`src/rtl/board_pkg.sv`:
```
// Shared types, timing defaults and helpers for the board button controller.
package board_pkg;

   typedef enum logic [1:0] {BTN_IDLE, BTN_HELD, BTN_LONG} btn_state_e;
   typedef enum logic [1:0] {RST_HOLD, RST_COUNT, RUN} rst_state_e;

   // Default timing for a 25 MHz clk25
   localparam int unsigned DEF_DEBOUNCE_CYCLES   = 250000;
   localparam int unsigned DEF_LONG_PRESS_CYCLES = 25000000;
   localparam int unsigned DEF_POR_CYCLES        = 65536;

   // Width of a counter that must hold values 0..v
   function automatic int cnt_w(input int unsigned v);
      return (v < 1) ? 1 : $clog2(v + 1);
   endfunction

endpackage

```
`src/rtl/board_button_ctrl_if.sv`:
```
// Button pins and cleaned control outputs between board pins and the core.
interface board_button_ctrl_if #(
   parameter int NUM_BTN = 2
);
   logic [NUM_BTN-1:0] btn_in;
   logic [NUM_BTN-1:0] btn_level;
   logic [NUM_BTN-1:0] btn_press;
   logic [NUM_BTN-1:0] btn_release;
   logic [NUM_BTN-1:0] btn_long;
   logic               sys_rst_n;
   logic               por_done;

   modport master (
      output btn_in,
      input  btn_level, btn_press, btn_release, btn_long, sys_rst_n, por_done
   );

   modport slave (
      input  btn_in,
      output btn_level, btn_press, btn_release, btn_long, sys_rst_n, por_done
   );
endinterface

```
`src/rtl/board_button_ctrl_btn_debounce.sv`:
```
// One button channel: 2-flop synchroniser, polarity fix, debounce counter,
// registered level with press/release pulses aligned to the level change.
module btn_debounce
   import board_pkg::*;
#(
   parameter bit          ACTIVE_LOW      = 1'b1,
   parameter int unsigned DEBOUNCE_CYCLES = DEF_DEBOUNCE_CYCLES
) (
   input  logic clk25,
   input  logic rst,
   input  logic pin,
   output logic level,
   output logic level_nxt,
   output logic press,
   output logic rel
);
   localparam int          CW       = cnt_w(DEBOUNCE_CYCLES);
   localparam logic [CW-1:0] CNT_LAST = CW'(DEBOUNCE_CYCLES - 1);

   logic          sync0_q, sync0_d, sync1_q, sync1_d;
   logic [CW-1:0] cnt_q, cnt_d;
   logic          level_q, level_d, press_q, press_d, rel_q, rel_d;
   logic          norm;

   always_comb begin
      sync0_d = pin;
      sync1_d = sync0_q;
      norm    = sync1_q ^ ACTIVE_LOW;
      cnt_d   = '0;
      level_d = level_q;
      press_d = 1'b0;
      rel_d   = 1'b0;
      if (norm != level_q) begin
         if (cnt_q >= CNT_LAST) begin
            level_d = norm;
            press_d = norm;
            rel_d   = ~norm;
         end else begin
            cnt_d = cnt_q + CW'(1);
         end
      end
   end

   // Synchroniser resets to the released pin level so no false edge follows rst
   always_ff @(posedge clk25) begin
      if (rst) begin
         sync0_q <= ACTIVE_LOW;
         sync1_q <= ACTIVE_LOW;
         cnt_q   <= '0;
         level_q <= 1'b0;
         press_q <= 1'b0;
         rel_q   <= 1'b0;
      end else begin
         sync0_q <= sync0_d;
         sync1_q <= sync1_d;
         cnt_q   <= cnt_d;
         level_q <= level_d;
         press_q <= press_d;
         rel_q   <= rel_d;
      end
   end

   assign level     = level_q;
   assign level_nxt = level_d;
   assign press     = press_q;
   assign rel       = rel_q;

endmodule

```
`src/rtl/board_button_ctrl.sv`:
```
// Debounced buttons with long-press detection and a power-on / reset-button
// sequencer that produces the core's registered active-low reset.
module board_button_ctrl
   import board_pkg::*;
#(
   parameter int          NUM_BTN           = 2,
   parameter bit          BTN_ACTIVE_LOW    = 1'b1,
   parameter int unsigned DEBOUNCE_CYCLES   = DEF_DEBOUNCE_CYCLES,
   parameter int unsigned LONG_PRESS_CYCLES = DEF_LONG_PRESS_CYCLES,
   parameter int unsigned POR_CYCLES        = DEF_POR_CYCLES,
   parameter bit          RESET_BTN_EN      = 1'b1,
   parameter int          RESET_BTN         = 0
) (
   input logic                clk25,
   input logic                rst,
   board_button_ctrl_if.slave btn
);
   localparam int            HW        = cnt_w(LONG_PRESS_CYCLES);
   localparam logic [HW-1:0] HOLD_LAST = HW'(LONG_PRESS_CYCLES);
   localparam int            PW        = cnt_w(POR_CYCLES);
   localparam logic [PW-1:0] POR_LAST  = PW'(POR_CYCLES - 1);

   logic [NUM_BTN-1:0] level, level_nxt, press, rel, rise_nxt, fall_nxt;

   for (genvar g = 0; g < NUM_BTN; g++) begin : g_btn
      btn_debounce #(
         .ACTIVE_LOW      (BTN_ACTIVE_LOW),
         .DEBOUNCE_CYCLES (DEBOUNCE_CYCLES)
      ) u_deb (
         .clk25     (clk25),
         .rst       (rst),
         .pin       (btn.btn_in[g]),
         .level     (level[g]),
         .level_nxt (level_nxt[g]),
         .press     (press[g]),
         .rel       (rel[g])
      );
   end

   // FSMs follow the debouncer's next level so state changes with btn_level
   assign rise_nxt = level_nxt & ~level;
   assign fall_nxt = ~level_nxt & level;

   btn_state_e                  st_q [NUM_BTN];
   btn_state_e                  st_d [NUM_BTN];
   logic [NUM_BTN-1:0][HW-1:0]  hold_q, hold_d;
   logic [NUM_BTN-1:0]          long_q, long_d;

   always_comb begin
      for (int i = 0; i < NUM_BTN; i++) begin
         st_d[i]   = st_q[i];
         hold_d[i] = hold_q[i];
         long_d[i] = 1'b0;
         case (st_q[i])
            BTN_IDLE: if (rise_nxt[i]) begin
               st_d[i]   = BTN_HELD;
               hold_d[i] = HW'(1);
            end
            BTN_HELD: if (fall_nxt[i]) begin
               st_d[i] = BTN_IDLE;
            end else if (hold_q[i] >= HOLD_LAST) begin
               st_d[i]   = BTN_LONG;
               long_d[i] = 1'b1;
            end else begin
               hold_d[i] = hold_q[i] + HW'(1);
            end
            BTN_LONG: if (fall_nxt[i]) st_d[i] = BTN_IDLE;
            default:  st_d[i] = BTN_IDLE;
         endcase
      end
   end

   always_ff @(posedge clk25) begin
      if (rst) begin
         for (int i = 0; i < NUM_BTN; i++) st_q[i] <= BTN_IDLE;
         hold_q <= '0;
         long_q <= '0;
      end else begin
         for (int i = 0; i < NUM_BTN; i++) st_q[i] <= st_d[i];
         hold_q <= hold_d;
         long_q <= long_d;
      end
   end

   rst_state_e    rst_st_q, rst_st_d;
   logic [PW-1:0] por_cnt_q, por_cnt_d;
   logic          sys_rst_n_q, sys_rst_n_d, por_done_q, por_done_d;
   logic          hold_req;

   assign hold_req = RESET_BTN_EN && level_nxt[RESET_BTN];

   // The reset button wins over count completion in every state
   always_comb begin
      rst_st_d    = rst_st_q;
      por_cnt_d   = por_cnt_q;
      sys_rst_n_d = sys_rst_n_q;
      por_done_d  = por_done_q;
      if (hold_req) begin
         rst_st_d    = RST_HOLD;
         por_cnt_d   = '0;
         sys_rst_n_d = 1'b0;
      end else begin
         case (rst_st_q)
            RST_HOLD: begin
               rst_st_d    = RST_COUNT;
               por_cnt_d   = '0;
               sys_rst_n_d = 1'b0;
            end
            RST_COUNT: if (por_cnt_q >= POR_LAST) begin
               rst_st_d    = RUN;
               sys_rst_n_d = 1'b1;
               por_done_d  = 1'b1;
            end else begin
               por_cnt_d   = por_cnt_q + PW'(1);
               sys_rst_n_d = 1'b0;
            end
            RUN:     sys_rst_n_d = 1'b1;
            default: rst_st_d    = RST_COUNT;
         endcase
      end
   end

   always_ff @(posedge clk25) begin
      if (rst) begin
         rst_st_q    <= RST_COUNT;
         por_cnt_q   <= '0;
         sys_rst_n_q <= 1'b0;
         por_done_q  <= 1'b0;
      end else begin
         rst_st_q    <= rst_st_d;
         por_cnt_q   <= por_cnt_d;
         sys_rst_n_q <= sys_rst_n_d;
         por_done_q  <= por_done_d;
      end
   end

   assign btn.btn_level   = level;
   assign btn.btn_press   = press;
   assign btn.btn_release = rel;
   assign btn.btn_long    = long_q;
   assign btn.sys_rst_n   = sys_rst_n_q;
   assign btn.por_done    = por_done_q;

endmodule
```
`src/flat_wrapper.sv`:
```
// flat-port wrapper written by rule: the top's interface ports become plain ports
module board_button_ctrl_flat import board_pkg::*;
#(
   parameter int          NUM_BTN           = 2,
   parameter bit          BTN_ACTIVE_LOW    = 1'b1,
   parameter int unsigned DEBOUNCE_CYCLES   = DEF_DEBOUNCE_CYCLES,
   parameter int unsigned LONG_PRESS_CYCLES = DEF_LONG_PRESS_CYCLES,
   parameter int unsigned POR_CYCLES        = DEF_POR_CYCLES,
   parameter bit          RESET_BTN_EN      = 1'b1,
   parameter int          RESET_BTN         = 0
)
  (clk25, rst, btn_btn_in, btn_btn_level, btn_btn_press, btn_btn_release, btn_btn_long, btn_sys_rst_n, btn_por_done);
  board_button_ctrl_if #(.NUM_BTN(NUM_BTN)) btn_i ();
  input logic clk25;
  input logic rst;
  input wire logic [$bits(btn_i.btn_in)-1:0] btn_btn_in;
  output wire logic [$bits(btn_i.btn_level)-1:0] btn_btn_level;
  output wire logic [$bits(btn_i.btn_press)-1:0] btn_btn_press;
  output wire logic [$bits(btn_i.btn_release)-1:0] btn_btn_release;
  output wire logic [$bits(btn_i.btn_long)-1:0] btn_btn_long;
  output wire logic [$bits(btn_i.sys_rst_n)-1:0] btn_sys_rst_n;
  output wire logic [$bits(btn_i.por_done)-1:0] btn_por_done;
  assign btn_i.btn_in = btn_btn_in;
  assign btn_btn_level = btn_i.btn_level;
  assign btn_btn_press = btn_i.btn_press;
  assign btn_btn_release = btn_i.btn_release;
  assign btn_btn_long = btn_i.btn_long;
  assign btn_sys_rst_n = btn_i.sys_rst_n;
  assign btn_por_done = btn_i.por_done;
  board_button_ctrl #(.NUM_BTN(NUM_BTN), .BTN_ACTIVE_LOW(BTN_ACTIVE_LOW), .DEBOUNCE_CYCLES(DEBOUNCE_CYCLES), .LONG_PRESS_CYCLES(LONG_PRESS_CYCLES), .POR_CYCLES(POR_CYCLES), .RESET_BTN_EN(RESET_BTN_EN), .RESET_BTN(RESET_BTN)) u_core (.clk25(clk25), .rst(rst), .btn(btn_i));
endmodule
```
`config.mk`:
```
export PLATFORM = sky130hd
export DESIGN_NAME = board_button_ctrl_flat
export DESIGN_NICKNAME = d
export VERILOG_FILES = /design/src/rtl/board_pkg.sv /design/src/rtl/board_button_ctrl_if.sv /design/src/rtl/board_button_ctrl_btn_debounce.sv /design/src/rtl/board_button_ctrl.sv /design/src/flat_wrapper.sv
export SDC_FILE = /design/constraint.sdc
export NUM_CORES = 1
export LEC_CHECK = 0
export ABC_CLOCK_PERIOD_IN_PS = 3900
export BUFFER_PORTS_ARGS = -buffer_cell sky130_fd_sc_hd__buf_4
export CORE_ASPECT_RATIO = 0.7
export CORE_MARGIN = 10
export CORE_UTILIZATION = 60
export CTS_CLUSTER_DIAMETER = 40
export DETAILED_ROUTE_END_ITERATION = 7
export GPL_TIMING_DRIVEN = 0
export PLACE_DENSITY = 0.87
export SLEW_MARGIN = 5
export SYNTH_ARGS = -nofsm -noshare
export SYNTH_HDL_FRONTEND = slang
export SYNTH_SLANG_ARGS = --single-unit
export TNS_END_PERCENT = 100
```
`constraint.sdc`:
```
create_clock -name clk25 -period 3.9 [get_ports clk25]
set_input_delay 0.585 -clock clk25 [delete_from_list [all_inputs] [get_ports clk25]]
set_output_delay 0.585 -clock clk25 [all_outputs]
set_load 0.01 [all_outputs]
```
* After elaboration in Yosys (flattened, before gate mapping)
Memory sizes are Yosys's and may differ from the RTL's.
Index checks and enable logic that the tools add are counted.
** Word-level totals
- Register bits after elaboration :: 119
- Bits in writable memories :: 4
- Output and inout bits :: 10
- Word-level logic and storage cells :: 122
- Memories :: 1
** Operators by class
- $add $sub $neg :: 5
- Order comparisons :: 5
- Equal/unequal tests :: 18
- Mux-type cells :: 36
- Bitwise operators :: 16
- Reduce and logical (&&, ||, !) cells :: 20
** Memories
- u_core.st_q :: words 2, bits a word 2, rd ports 2, clocked after memory_dff 0, wr ports 2, line board_button_ctrl.sv:44 : btn_state_e st_q [NUM_BTN];
** Operator list (count)
- two-way mux 25 bit :: 6
- case mux 25 bit (2 select lines) :: 2
- adder 25 x 1 -> 25 bit (second input constant) :: 2
- >= comparator 25 bit (second input constant) :: 2
- adder 18 x 1 -> 18 bit (second input constant) :: 2
- >= comparator 18 bit (second input constant) :: 2
- case mux 17 bit (2 select lines) :: 1
- two-way mux 2 bit :: 11
- OR reduction 3 bit :: 6
- adder 17 x 1 -> 17 bit (second input constant) :: 1
- >= comparator 17 x 16 -> 1 bit (second input constant) :: 1
- two-way mux 17 bit :: 1
- inequality test 2 bit (second input constant) :: 6
- case mux 2 bit (3 select lines) :: 2
- two-way mux 1 bit :: 11
- inverter 1 bit :: 10
- AND reduction 4 bit :: 2
- equality test 2 x 1 -> 1 bit (second input constant) :: 3
- equality test 2 bit (second input constant) :: 3
- zero test 2 bit :: 3
- inequality test 2 x 1 -> 1 bit (second input constant) :: 3
- AND reduction 2 bit :: 3
- nonzero test 2 bit :: 3
- bitwise AND 2 bit :: 2
- other kinds (9) :: 12

* Logic depth before layout (Yosys ltp)
Gate-level depths: netlist (run 1).
- Depth in word-level cells :: 8
- Depth in mapped cells :: 13
- Mapped depth without buffers :: 13

* Cells and area by module
Synthesis (run 1) repeated with hierarchy kept, for this count alone.
** Unflattened totals
- Cell total of the unflattened synthesis :: 744
- Area, all modules :: 6432.4 µm²
** By module, submodules not included
- board_button_ctrl :: instances 1, cells an instance 533, area each 4400.5 µm²
- btn_debounce at u_core.g_btn[1].u_deb :: instances 1, cells an instance 104, area each 1019.7 µm²
- btn_debounce at u_core.g_btn[0].u_deb :: instances 1, cells an instance 107, area each 1012.2 µm²

* Least setup slack after synthesis (run 1)
OpenSTA, ideal clock, no wires.
- Path type :: register -> register
- From :: reg u_core.g_btn[1].u_deb.cnt_q[5]
- To :: reg u_core.hold_q[39] in the netlist's numbering
- Library setup time :: 0.121 ns
- Arrival :: 2.427 ns
- Setup slack :: 1.353 ns
- Cell stages (with the launch flop) :: 8
- Buffers on the path :: 0
- Clock period less this slack :: 2.547 ns
- Path through :: dfxtp_1 -> or3_1 -> o32a_1 -> or3_4 -> a2111oi_4 -> o21ai_2 -> nor3_2 -> mux2_2
** Between the ends
- Cells in the longest elaborated chain, start to end :: 7
** Ends and longest elaborated chain
- from (decl) :: line board_button_ctrl_btn_debounce.sv:21 : logic [CW-1:0] cnt_q, cnt_d;
- from (signal assigned) :: line board_button_ctrl_btn_debounce.sv:56 : cnt_q <= cnt_d;
- >= comparator 18 bit * :: line board_button_ctrl_btn_debounce.sv:34 : if (cnt_q >= CNT_LAST) begin
- two-way mux 1 bit * :: line board_button_ctrl_btn_debounce.sv:34
- two-way mux 1 bit * :: line board_button_ctrl_btn_debounce.sv:33 : if (norm != level_q) begin
- inverter 2 bit :: line board_button_ctrl.sv:42 : assign fall_nxt = ~level_nxt & level;
- bitwise AND 2 bit :: line board_button_ctrl.sv:42
- inequality test 2 bit (no source line)
- AND reduction 4 bit (no source line) *
- to (signal assigned) :: line board_button_ctrl.sv:80 : hold_q <= hold_d;
- to (decl) :: line board_button_ctrl.sv:46 : logic [NUM_BTN-1:0][HW-1:0] hold_q, hold_d;
Mark *: on every way between the ends. The rest lies on a longest branch, timed or not.
A chain may end at the register's enable or synchronous reset.

* Worst setup path after layout (run 1)
- From :: reg u_core.por_cnt_q[0]
- To :: reg u_core.por_cnt_q[10]
** Between the ends
- Cells in the longest elaborated chain, start to end :: 3
** Ends and longest elaborated chain
- from (decl) :: line board_button_ctrl.sv:86 : logic [PW-1:0] por_cnt_q, por_cnt_d;
- from (signal assigned) :: line board_button_ctrl.sv:131 : por_cnt_q <= por_cnt_d;
- adder 17 x 1 -> 17 bit / >= comparator 17 x 16 -> 1 bit (equally long branches) :: line board_button_ctrl.sv:114, board_button_ctrl.sv:109
- two-way mux 17 bit / inequality test 2 bit (equally long branches)
- case mux 17 bit (2 select lines) / AND reduction 2 bit (equally long branches)
Several ways; a longest one is shown, not always the timed one. The select of a mux whose other input is x is not followed.

==> results of run 1 <==
-- worst register-to-register path, cell delays in order (launching register included) --
cell	delay (ns)
dfxtp_1	0.34
ha_1	0.23
and3_1	0.21
and3_1	0.24
nand3_1	0.15
nor2b_1	0.09
ha_1	0.18
nor2_1	0.23
a21boi_0	0.15
a41oi_1	0.59
nand3_1	0.20
nor2_1	0.16
xnor2_1	0.13
nor2_1	0.05
-- registers in the layout, indices dropped and copies added (netlist names) --
| register | flops |
|---|---|
| u_core.btn.btn_long | 2 |
| u_core.btn.por_done | 1 |
| u_core.btn.sys_rst_n | 1 |
| u_core.g_btn.u_deb.cnt_q | 36 |
| u_core.g_btn.u_deb.level | 2 |
| u_core.g_btn.u_deb.press | 2 |
| u_core.g_btn.u_deb.rel | 2 |
| u_core.g_btn.u_deb.sync0_q | 2 |
| u_core.g_btn.u_deb.sync1_q | 2 |
| u_core.hold_q | 50 |
| u_core.por_cnt_q | 17 |
| u_core.rst_st_q | 2 |
| u_core.st_q | 4 |
-- cells in the mapped netlist, types with 3 or more instances --
master / count / area (um^2)
o21a_1: 3 / 22.5
and4_1: 10 / 87.6
xor2_1: 22 / 193
a21boi_0: 3 / 22.5
nand3_1: 38 / 190
nor2b_1: 4 / 25.0
o21ai_0: 44 / 220
o31ai_1: 11 / 82.6
xnor2_1: 17 / 149
a311oi_1: 3 / 26.3
mux2_2: 4 / 45.0
inv_1: 22 / 82.6
clkbuf_1: 17 / 63.8
nand4_1: 21 / 131
or3_1: 8 / 50.1
nand2_1: 72 / 270
dfxtp_1: 123 / 2460
and2_1: 7 / 43.8
a21oi_1: 40 / 200
nor2_1: 128 / 480
buf_2: 3 / 15.0
and3_1: 17 / 106
o22ai_1: 3 / 18.8
a211oi_1: 3 / 22.5
o211ai_1: 6 / 45.0
or4_1: 5 / 37.5
o41ai_1: 6 / 52.6
nor3_1: 18 / 90.1
nand2b_1: 3 / 18.8
buf_4: 6 / 45.0
a31oi_1: 13 / 81.3
or2_2: 6 / 37.5
ha_1: 12 / 150
nor4_1: 3 / 18.8
-- layout by cell type (no fill, tap or decap), drive strengths merged, types with 3 or more instances in the layout --
master  count
a211oi      4
a21boi      3
a21oi      40
a311oi      3
a31oi      13
and2        7
and3       17
and4       10
buf        23
bufinv      3
clkbuf     38
clkinv      5
dfxtp     123
ha         12
inv        22
mux2        4
nand2      72
nand2b      3
nand3      38
nand4      21
nor2      128
nor2b       4
nor3       19
nor4        3
o211ai      7
o21a        3
o21ai      46
o22ai       3
o31ai      11
o41ai       6
or2         6
or3         9
or4         5
xnor2      17
xor2       22
-- cell families after synthesis --
kind of cell	Yosys count	share of synthesized area (%)
and+or+nand+nor	347	28.2
adders and majority gates	12	2.56
AOI/OAI and AO/OA	152	16.5
xor gates and xnor gates	39	5.83
DFF	123	42.0
buffers and inverters	50	3.78
muxes	6	1.11
-- power breakdown --
part	total, mW	switching [mW]	internal, mW
clock	1.61	0.550	1.06
sequential	1.27	0.00463	1.26
combinational	0.0393	0.0281	0.0112
total	2.91	0.583	2.33
-- metrics by stage --
| stage | power, mW | hold slack, ns | worst slack (ns) |
|---|---|---|---|
| 6_report | 2.91 | 0.353 | 0.845 |
| 5_1_grt | 2.98 | 0.349 | 0.601 |
| 4_1_cts | 2.92 | 0.349 | 0.910 |
| 3_5_place_dp | 1.33 | 0.403 | 0.917 |
| 3_3_place_gp | 1.33 | 0.397 | 1.01 |
| 2_1_floorplan | 1.32 | 0.389 | 1.35 |
-- layout make-up --
type | count | area, um^2
Clock buffer | 21 | 480
Multi-Input combinational cell | 556 | 3180
Tap cell | 128 | 160
Clock inverter | 8 | 118
Timing Repair Buffer | 13 | 97.6
Buffer | 27 | 135
Fill cell | 725 | 2890
Inverter | 23 | 86.3
Sequential cell | 123 | 2460
-- path summary, 6_finish.rpt --
path	startpoint	slack, ns	to	cells past startpoint
setup / recovery	u_core.por_cnt_q[0]$_SDFFE_PP0P_	0.84	u_core.por_cnt_q[10]$_SDFFE_PP0P_	13
hold / removal	btn_btn_in[1]	0.35	u_core.g_btn[1].u_deb.sync0_q$_SDFF_PP1_	2
setup reg to reg	u_core.por_cnt_q[0]$_SDFFE_PP0P_	0.84	u_core.por_cnt_q[10]$_SDFFE_PP0P_	13
hold reg to reg	u_core.g_btn[1].u_deb.sync0_q$_SDFF_PP1_	0.42	u_core.g_btn[1].u_deb.sync1_q$_SDFF_PP1_	1
-- layer usage --
layer	vias to the layer above	global-route usage (%)	routed length (um)
met5	-	0	0
met1	2609	24.6	6350
met3	39	5.11	1030
met2	258	32.6	6470
li1	2647	-	-
met4	0	8.89	300
==> out/qor.yml, run 1 <==
run_status:
  status: "finished, final reports clean"
cts:
  clk_latency_ns: 0.42
  cts_tree: "done"
  cts_num_sinks: 123
  postCtsSetupRepairBufs: 0
  cts_made_buffers: 17
  htreeDepth: 4
  cts_resized: 0
  root_buffer: "clkbuf_16"
  clk_pin_slew_worst_paths_ns: 0.05
  ctsHoldBuffers: 0
  clk_path_buf_depth: 2
finish:
  final_nets: 777
  final_area_mm2: 0.00672
  finish.utilization_pct: 69.9
  layout.cells.non_filler: 899
  diodes: 0
  synthToLayoutAreaGrowth_pct: 14.6
  drive_gt1_share_pct: 9.08
timing:
  layout_min_cycle_time_ns: 3.06
  hold_viol: 0
  setup_viol: 0
  rsz0062_at_grt: "false"
  slew_violations: 0
  worst_slew_pin_slew_ns: 0.857
  skew_ns: 0.00676
  max_freq_mhz: 327
  fin_setup_tns_ns: 0
  slew_headroom_pct: 42.7
  fin_crit_sh_pct: 78.3
worst_hold_path:
  min_path_type: "primary input to flop"
global_route:
  grt-ovfl-total: 0
  grt_pass1_wl_um: 24100
  grt_max_degree: 17
  grt_pass1_vias: 5271
  grt_antenna_before_repair: 0
  grtUsageTotal_pct: 19.9
synthesis:
  synth_flop_cell: "dfxtp_1"
  avgSynthCellArea_um2: 8.04
  syn_area_mm2: 0.00586
  synth-edff-count: 0
  synth-seq-cells: 123
  synth-seq-area-share_pct: 42.0
  synthCells: 729
  async_flop_share_pct: 0
  yosysUniqueCellTypes: 57
  syn_nets: 745
  synth_warnings: 0
drt:
  wl_um: 14100
  wl_per_cell_um: 15.7
  vias: 5553
  postRouteAntennaNets: 0
  drc: 0
  drt_iter0_drc: 552
  vias_per_cell: 6.18
  drt-pass1-iter-count: 8
placed_design:
  place_area_mm2: 0.00612
  placed_cells: 870
  place_hpwl_um: 9560
  port_buffers: 13
  place.gp.congestion: 0.925
setup_path:
  start_kind: "flop"
  crit_buf_inv: 0
  endpoint_kind: "flop"
  cp_top_family: "simple AND/OR/NAND/NOR gates"
  crit_top_cell: "nor2_1"
  cpMaxStageDelayCell: "a41oi_1"
  crit_fanout: 9
  crit_chain: "ha_1, and3_1, and3_1, nand3_1, nor2b_1, ha_1, nor2_1, a21boi_0, a41oi_1, nand3_1, nor2_1, xnor2_1, nor2_1"
  critical_path_class: "flop to flop"
  crit_path_max_incr_delay_ns: 0.59
  cp.arrival_ns: 3.35
  cp.required_ns: 4.20
die:
  die_x_um: 138
  dieArea_mm2: 0.0142
  core_region_area_mm2: 0.00961
  start_util_pct: 61.0
  row_count: 30
  ios: 14
  die_h_um: 103
job:
  cap_violations: 0
pwr:
  ir_worst_vdd_uv: 324
  p_per_area_mw_per_mm2: 434
  leakagePower_nw: 2.32
(Power assumes the default switching activity.)
==> run 2: changes to the inputs <==
Settings changed: ABC_CLOCK_PERIOD_IN_PS 3900 to 3200.
Clock period 3.9 ns to 3.2 ns, I/O delays scaled along.
==> run 2 against run 1 <==
- via count fell by 0.36%
- flip-flop and latch count stayed put
- die area unchanged
- setup slack got worse by 0.63 ns
- highest routed layer unchanged
- first-iteration DRC count is 11% higher
- largest power group unchanged
==> out/qor.yml, run 2 (synthesized netlist as in run 1, its figures left out) <==
run_status:
  status: "finished, final reports clean"
finish:
  top_regs: "u_core.hold_q: 50 flops, u_core.g_btn.u_deb.cnt_q: 36 flops, u_core.por_cnt_q: 17 flops"
  mostFrequentLayoutCells: "nor2_1, dfxtp_1, nand2_1"
  layout_commonest_cell: "nor2_1"
  final_area_mm2: 0.00673
  synthToLayoutAreaGrowth_pct: 14.8
  final_nets: 777
  layout.cells.non_filler: 899
  seq_area_mm2: 0.00246
  regMostFlops: "u_core.hold_q"
  multi_input_comb_area_mm2: 0.00319
  fillers: 718
  drive_gt1_share_pct: 9.47
  largest_reg_flops: 50
  diodes: 0
worst_hold_path:
  hold_depth: 2
  min_path_type: "primary input to flop"
cts:
  cts_made_buffers: 17
  htreeDepth: 4
  ctsHoldBuffers: 0
  clk_latency_ns: 0.42
  clk_pin_slew_worst_paths_ns: 0.05
  root_buffer: "clkbuf_16"
  clk_path_buf_depth: 2
  cts_tree: "done"
  cts_num_sinks: 123
global_route:
  grt_antenna_before_repair: 0
  grt_pass1_wl_um: 24100
  grtUsageTotal_pct: 19.9
  grt_max_degree: 17
  grt_pass1_vias: 5271
  grt-ovfl-total: 0
setup_path:
  cp.required_ns: 3.54
  crit_chain: "and4_1, and4_1, clkbuf_1, nand3_1, nor2b_1, ha_1, nor2_1, and2_1, nand2_2, a21oi_1, or3b_2, a21oi_1"
  crit_fanout: 8
  r2r_cells: 12
  critical_path_class: "flop to flop"
  crit_path_max_incr_delay_ns: 0.46
  cp.arrival_ns: 3.33
  cpMaxStageDelayCell: "or3b_2"
  endpoint_kind: "flop"
  start_kind: "flop"
drt:
  drt_iter0_drc: 610
  drc: 0
  postRouteAntennaNets: 0
  vias_per_cell: 6.15
  drt-pass1-iter-count: 7
  vias: 5533
  wl_per_cell_um: 15.8
  wl_um: 14200
placed_design:
  place.gp.congestion: 0.925
  place_hpwl_um: 9560
  place_area_mm2: 0.00612
  port_buffers: 13
  placed_cells: 870
pwr:
  swShare_pct: 20.1
  clock_power_share_pct: 55.2
  p_per_area_mw_per_mm2: 528
  seq_power_share_pct: 43.5
  comb_power_share_pct: 1.4
  leakagePower_nw: 2.32
  p_int_mw: 2.84
  ir_worst_vdd_uv: 394
  power_switching_mw: 0.713
timing:
  slew_violations: 0
  slew_headroom_pct: 43.0
  fin_crit_sh_pct: 93.3
  skew_ns: 0.0130
  hold_viol: 0
  layout_min_cycle_time_ns: 2.99
  max_freq_mhz: 335
  fin_setup_tns_ns: 0
  setup_viol: 0
  worst_slew_pin_slew_ns: 0.852
  rsz0062_at_grt: "false"
die:
  dieArea_mm2: 0.0142
  die_x_um: 138
  core_region_area_mm2: 0.00961
  row_count: 30
  start_util_pct: 61.0
  ios: 14
  die_h_um: 103
job:
  cap_violations: 0
## run 2: power by group through the flow
| stage | Clock, mW | Combinational, mW | Sequential, mW |
|---|---|---|---|
| after floorplan | 0 | 0.0309 | 1.58 |
| after global placement | 0 | 0.0452 | 1.58 |
| after detailed placement | 0 | 0.0466 | 1.58 |
| after CTS | 1.97 | 0.0471 | 1.54 |
| after global routing | 2.04 | 0.0529 | 1.54 |
| final | 1.96 | 0.0485 | 1.54 |
## run 2: final cells by class
| cell class | instances | share of cell area, % |
|---|---|---|
| Timing Repair Buffer | 13 | 1.45 |
| Buffer | 27 | 2.01 |
| Sequential cell | 123 | 36.6 |
| Clock buffer | 21 | 7.14 |
| Inverter | 23 | 1.28 |
| Tap cell | 128 | 2.38 |
| Multi-Input combinational cell | 556 | 47.4 |
| Clock inverter | 8 | 1.75 |
## run 2: critical path, delay by kind of cell (launching register included)
family | cells | cell delay [ns]
adders and majority gates | 1 | 0.18
DFF | 1 | 0.41
AOI/OAI and AO/OA | 2 | 0.25
and+or+nand+nor | 8 | 1.80
buffers and inverters | 1 | 0.26
## run 2: routing by layer
metal  up-vias  share of wire (%)  wire length (um)  global-route usage (%)
met4         0                2.0               281                    8.89
met5         -                  0                 0                       0
met2       271                 46              6520                    32.6
li1       2643                  -                 -                       -
met3        41                7.6              1080                    5.11
met1      2578                 44              6280                    24.6
## run 2: final timing paths
path / slack, ns / to / from
worst max-delay path: 0.21 / u_core.btn.sys_rst_n$_SDFFE_PP0P_ / u_core.por_cnt_q[7]$_SDFFE_PP0P_
worst min-delay path: 0.25 / u_core.g_btn[1].u_deb.sync0_q$_SDFF_PP1_ / btn_btn_in[1]
worst max register to register: 0.21 / u_core.btn.sys_rst_n$_SDFFE_PP0P_ / u_core.por_cnt_q[7]$_SDFFE_PP0P_
worst min register to register: 0.42 / u_core.g_btn[1].u_deb.sync1_q$_SDFF_PP1_ / u_core.g_btn[1].u_deb.sync0_q$_SDFF_PP1_
## run 2: repair_timing
item	in CTS	in global routing
resized for setup	0	3
endpoints found under the setup margin	0	12
buffers inserted	0	0
## run 2: through the flow
| stage | hold WS [ns] | utilization [%] | setup WS (ns) | total power, mW |
|---|---|---|---|---|
| CTS | 0.244 | 69.9 | 0.210 | 3.56 |
| global route | 0.244 | 70.0 | 0.0161 | 3.63 |
| global placement | 0.397 | 63.7 | 0.311 | 1.62 |
| floorplan | 0.389 | - | 0.653 | 1.61 |
| finish | 0.251 | 70.0 | 0.213 | 3.55 |
| detailed placement | 0.403 | 63.7 | 0.217 | 1.62 |
==> run 3: changes to the inputs <==
--- a/config.mk
+++ b/config.mk
@@ -12,2 +12,3 @@
 export CORE_UTILIZATION = 60
+export CTS_BUF_LIST = sky130_fd_sc_hd__clkbuf_4
 export CTS_CLUSTER_DIAMETER = 40
==> constraint.sdc (replaced) <==
create_clock -name clk25 -period 3.2 [get_ports clk25]
set_input_delay 0.32 -clock clk25 [delete_from_list [all_inputs] [get_ports clk25]]
set_output_delay 0.32 -clock clk25 [all_outputs]
set_load 0.01 [all_outputs]
==> run 3 against run 2 <==
- via count is 1.9% lower
- worst hold slack better by 0.014 ns
- count of clock-buffer cells in the layout is 4 lower
- first-iteration DRC count is 3.0% lower
- total power is 25% lower
- clock skew is 0.0038 ns lower
- maximum frequency is 2.5% higher
- core utilization is 3.3 points lower
- sequential power hardly changed
- combinational power is 4% higher
- critical path depth is 1 higher
- wire length is 4.6% lower
- largest power group is now registers
- highest routed layer unchanged
==> out/qor.yml, run 3 (synthesized netlist as in run 1, its figures left out) <==
timing:
  layout_min_cycle_time_ns: 2.91
  worst_slew_pin_slew_ns: 0.861
  setup_viol: 0
  slew_headroom_pct: 42.4
  fin_crit_sh_pct: 91.1
  setup_ws_ns: 0.286
  skew_ns: 0.00914
  fin_setup_tns_ns: 0
  hold_viol: 0
  max_freq_mhz: 343
  slew_violations: 0
  rsz0062_at_grt: "false"
placed_design:
  place.gp.congestion: 0.925
  dp_slack_ns: 0.217
  port_buffers: 13
  place_hpwl_um: 9560
setup_path:
  cpMaxStageDelayCell: "a21boi_0"
  crit_buf_inv: 0
  rr_startpoint: "u_core.por_cnt_q[0]$_SDFFE_PP0P_"
  crit_fanout: 5
  worstSetupPathDepth: 13
  r2r_cells: 13
  crit_path_max_incr_delay_ns: 0.39
  cp.required_ns: 3.62
  critPathLaunch: "u_core.por_cnt_q[0]$_SDFFE_PP0P_"
  endpoint_kind: "flop"
  cp.arrival_ns: 3.34
  start_kind: "flop"
  crit_chain: "ha_1, and3_1, and3_1, nand3_1, nor2b_1, ha_1, nor2_1, nand2_1, a21o_1, a21boi_0, nand4_1, xor2_1, nor2_1"
  cp_top_family: "simple AND/OR/NAND/NOR gates"
  critical_path_class: "flop to flop"
job:
  cap_violations: 0
global_route:
  grt_max_degree: 17
  grt_antenna_before_repair: 0
  grtUsageTotal_pct: 19.3
  grt-ovfl-total: 0
  grt_pass1_wl_um: 23200
  grt_pass1_vias: 5129
drt:
  drt-pass1-iter-count: 6
  vias: 5428
  drc: 0
  wl_per_cell_um: 15.0
  wl_um: 13500
  vias_per_cell: 6.03
  postRouteAntennaNets: 0
  drt_iter0_drc: 592
pwr:
  seq_power_share_pct: 57.8
  power_switching_mw: 0.602
  p_int_mw: 2.06
  comb_power_share_pct: 1.9
  leakagePower_nw: 2.17
  swShare_pct: 22.6
  ir_worst_vdd_uv: 293
  p_per_area_mw_per_mm2: 416
  clock_power_share_pct: 40.3
cts:
  cts_num_sinks: 123
  htreeDepth: 4
  clk_pin_slew_worst_paths_ns: 0.10
  clk_path_buf_depth: 2
  cts_made_buffers: 17
  cts_tree: "done"
  clk_latency_ns: 0.53
  postCtsSetupRepairBufs: 0
  root_buffer: "clkbuf_4"
finish:
  mostFrequentLayoutCells: "nor2_1, dfxtp_1, nand2_1"
  synthToLayoutAreaGrowth_pct: 9.33
  layout_commonest_cell: "nor2_1"
  drive_gt1_share_pct: 8.94
  fillers: 807
  largest_reg_flops: 50
  regMostFlops: "u_core.hold_q"
  diodes: 0
  final_nets: 778
  top_regs: "u_core.hold_q: 50 flops, u_core.g_btn.u_deb.cnt_q: 36 flops, u_core.por_cnt_q: 17 flops"
worst_hold_path:
  hold_depth: 4
  hp-start: "rst"
  min_path_type: "primary input to flop"
die:
  dieArea_mm2: 0.0142
  die_x_um: 138
  ios: 14
  core_region_area_mm2: 0.00961
  row_count: 30
  die_h_um: 103
  start_util_pct: 61.0
run_status:
  status: "finished, final reports clean"
run 3: layer usage:
layer / vias to the layer above / GRT usage, % / wire length (um)
met5: - / 0 / 0
met4: 0 / 7.51 / 242
met3: 36 / 5.98 / 1010
met2: 227 / 30.9 / 6110
met1: 2518 / 24.0 / 6140
li1: 2647 / - / -
run 3: through the flow:
| step | util, % | instance area, um^2 | hold slack (ns) | std cells | total power, mW |
|---|---|---|---|---|---|
| after floorplan | - | 5860 | 0.389 | 729 | 1.61 |
| after global placement | 63.7 | 6120 | 0.397 | 870 | 1.62 |
| after detailed placement | 63.7 | 6120 | 0.403 | 870 | 1.62 |
| after CTS | 66.6 | 6400 | 0.242 | 901 | 2.67 |
| after global routing | 66.7 | 6410 | 0.229 | 900 | 2.76 |
| final | 66.7 | 6410 | 0.264 | 900 | 2.67 |
run 3: final timing paths:
kind,slack (ns),end
worst min register to register,0.43,u_core.g_btn[1].u_deb.sync1_q$_SDFF_PP1_
worst max-delay path,0.29,u_core.por_cnt_q[13]$_SDFFE_PP0P_
worst max register to register,0.29,u_core.por_cnt_q[13]$_SDFFE_PP0P_
worst min-delay path,0.26,u_core.g_btn[1].u_deb.cnt_q[16]$_SDFF_PP0_
run 3: power groups by stage:
| stage | registers (mW) | logic (mW) | clock network [mW] |
|---|---|---|---|
| floorplan | 1.58 | 0.0309 | 0 |
| global placement | 1.58 | 0.0452 | 0 |
| detailed placement | 1.58 | 0.0466 | 0 |
| CTS | 1.54 | 0.0489 | 1.08 |
| global route | 1.54 | 0.0552 | 1.16 |
| finish | 1.54 | 0.0502 | 1.07 |
run 3: final cells by class:
class                   instances  area, um^2  share of cell area [%]
multi-input cells             556        3190                    49.8
flip-flops and latches        123        2460                    38.4
well taps                     128         160                    2.50
clock inverters                12         133                    2.07
plain buffers                  26         131                    2.05
clock buffers                  17         128                    1.99
repair buffers                 15         118                    1.84
inverters                      23        86.3                    1.35
run 3: repair_timing:
item	4_1_cts	5_1_grt
setup endpoints to repair	0	13
hold endpoints to repair	2	0
resized for setup	0	3
hold buffers	2	0
run 3: worst min-delay path: stages:
cell	delay, ns
buf_4	0.09
a211o_1	0.09
buf_2	0.20
nor2_1	0.07
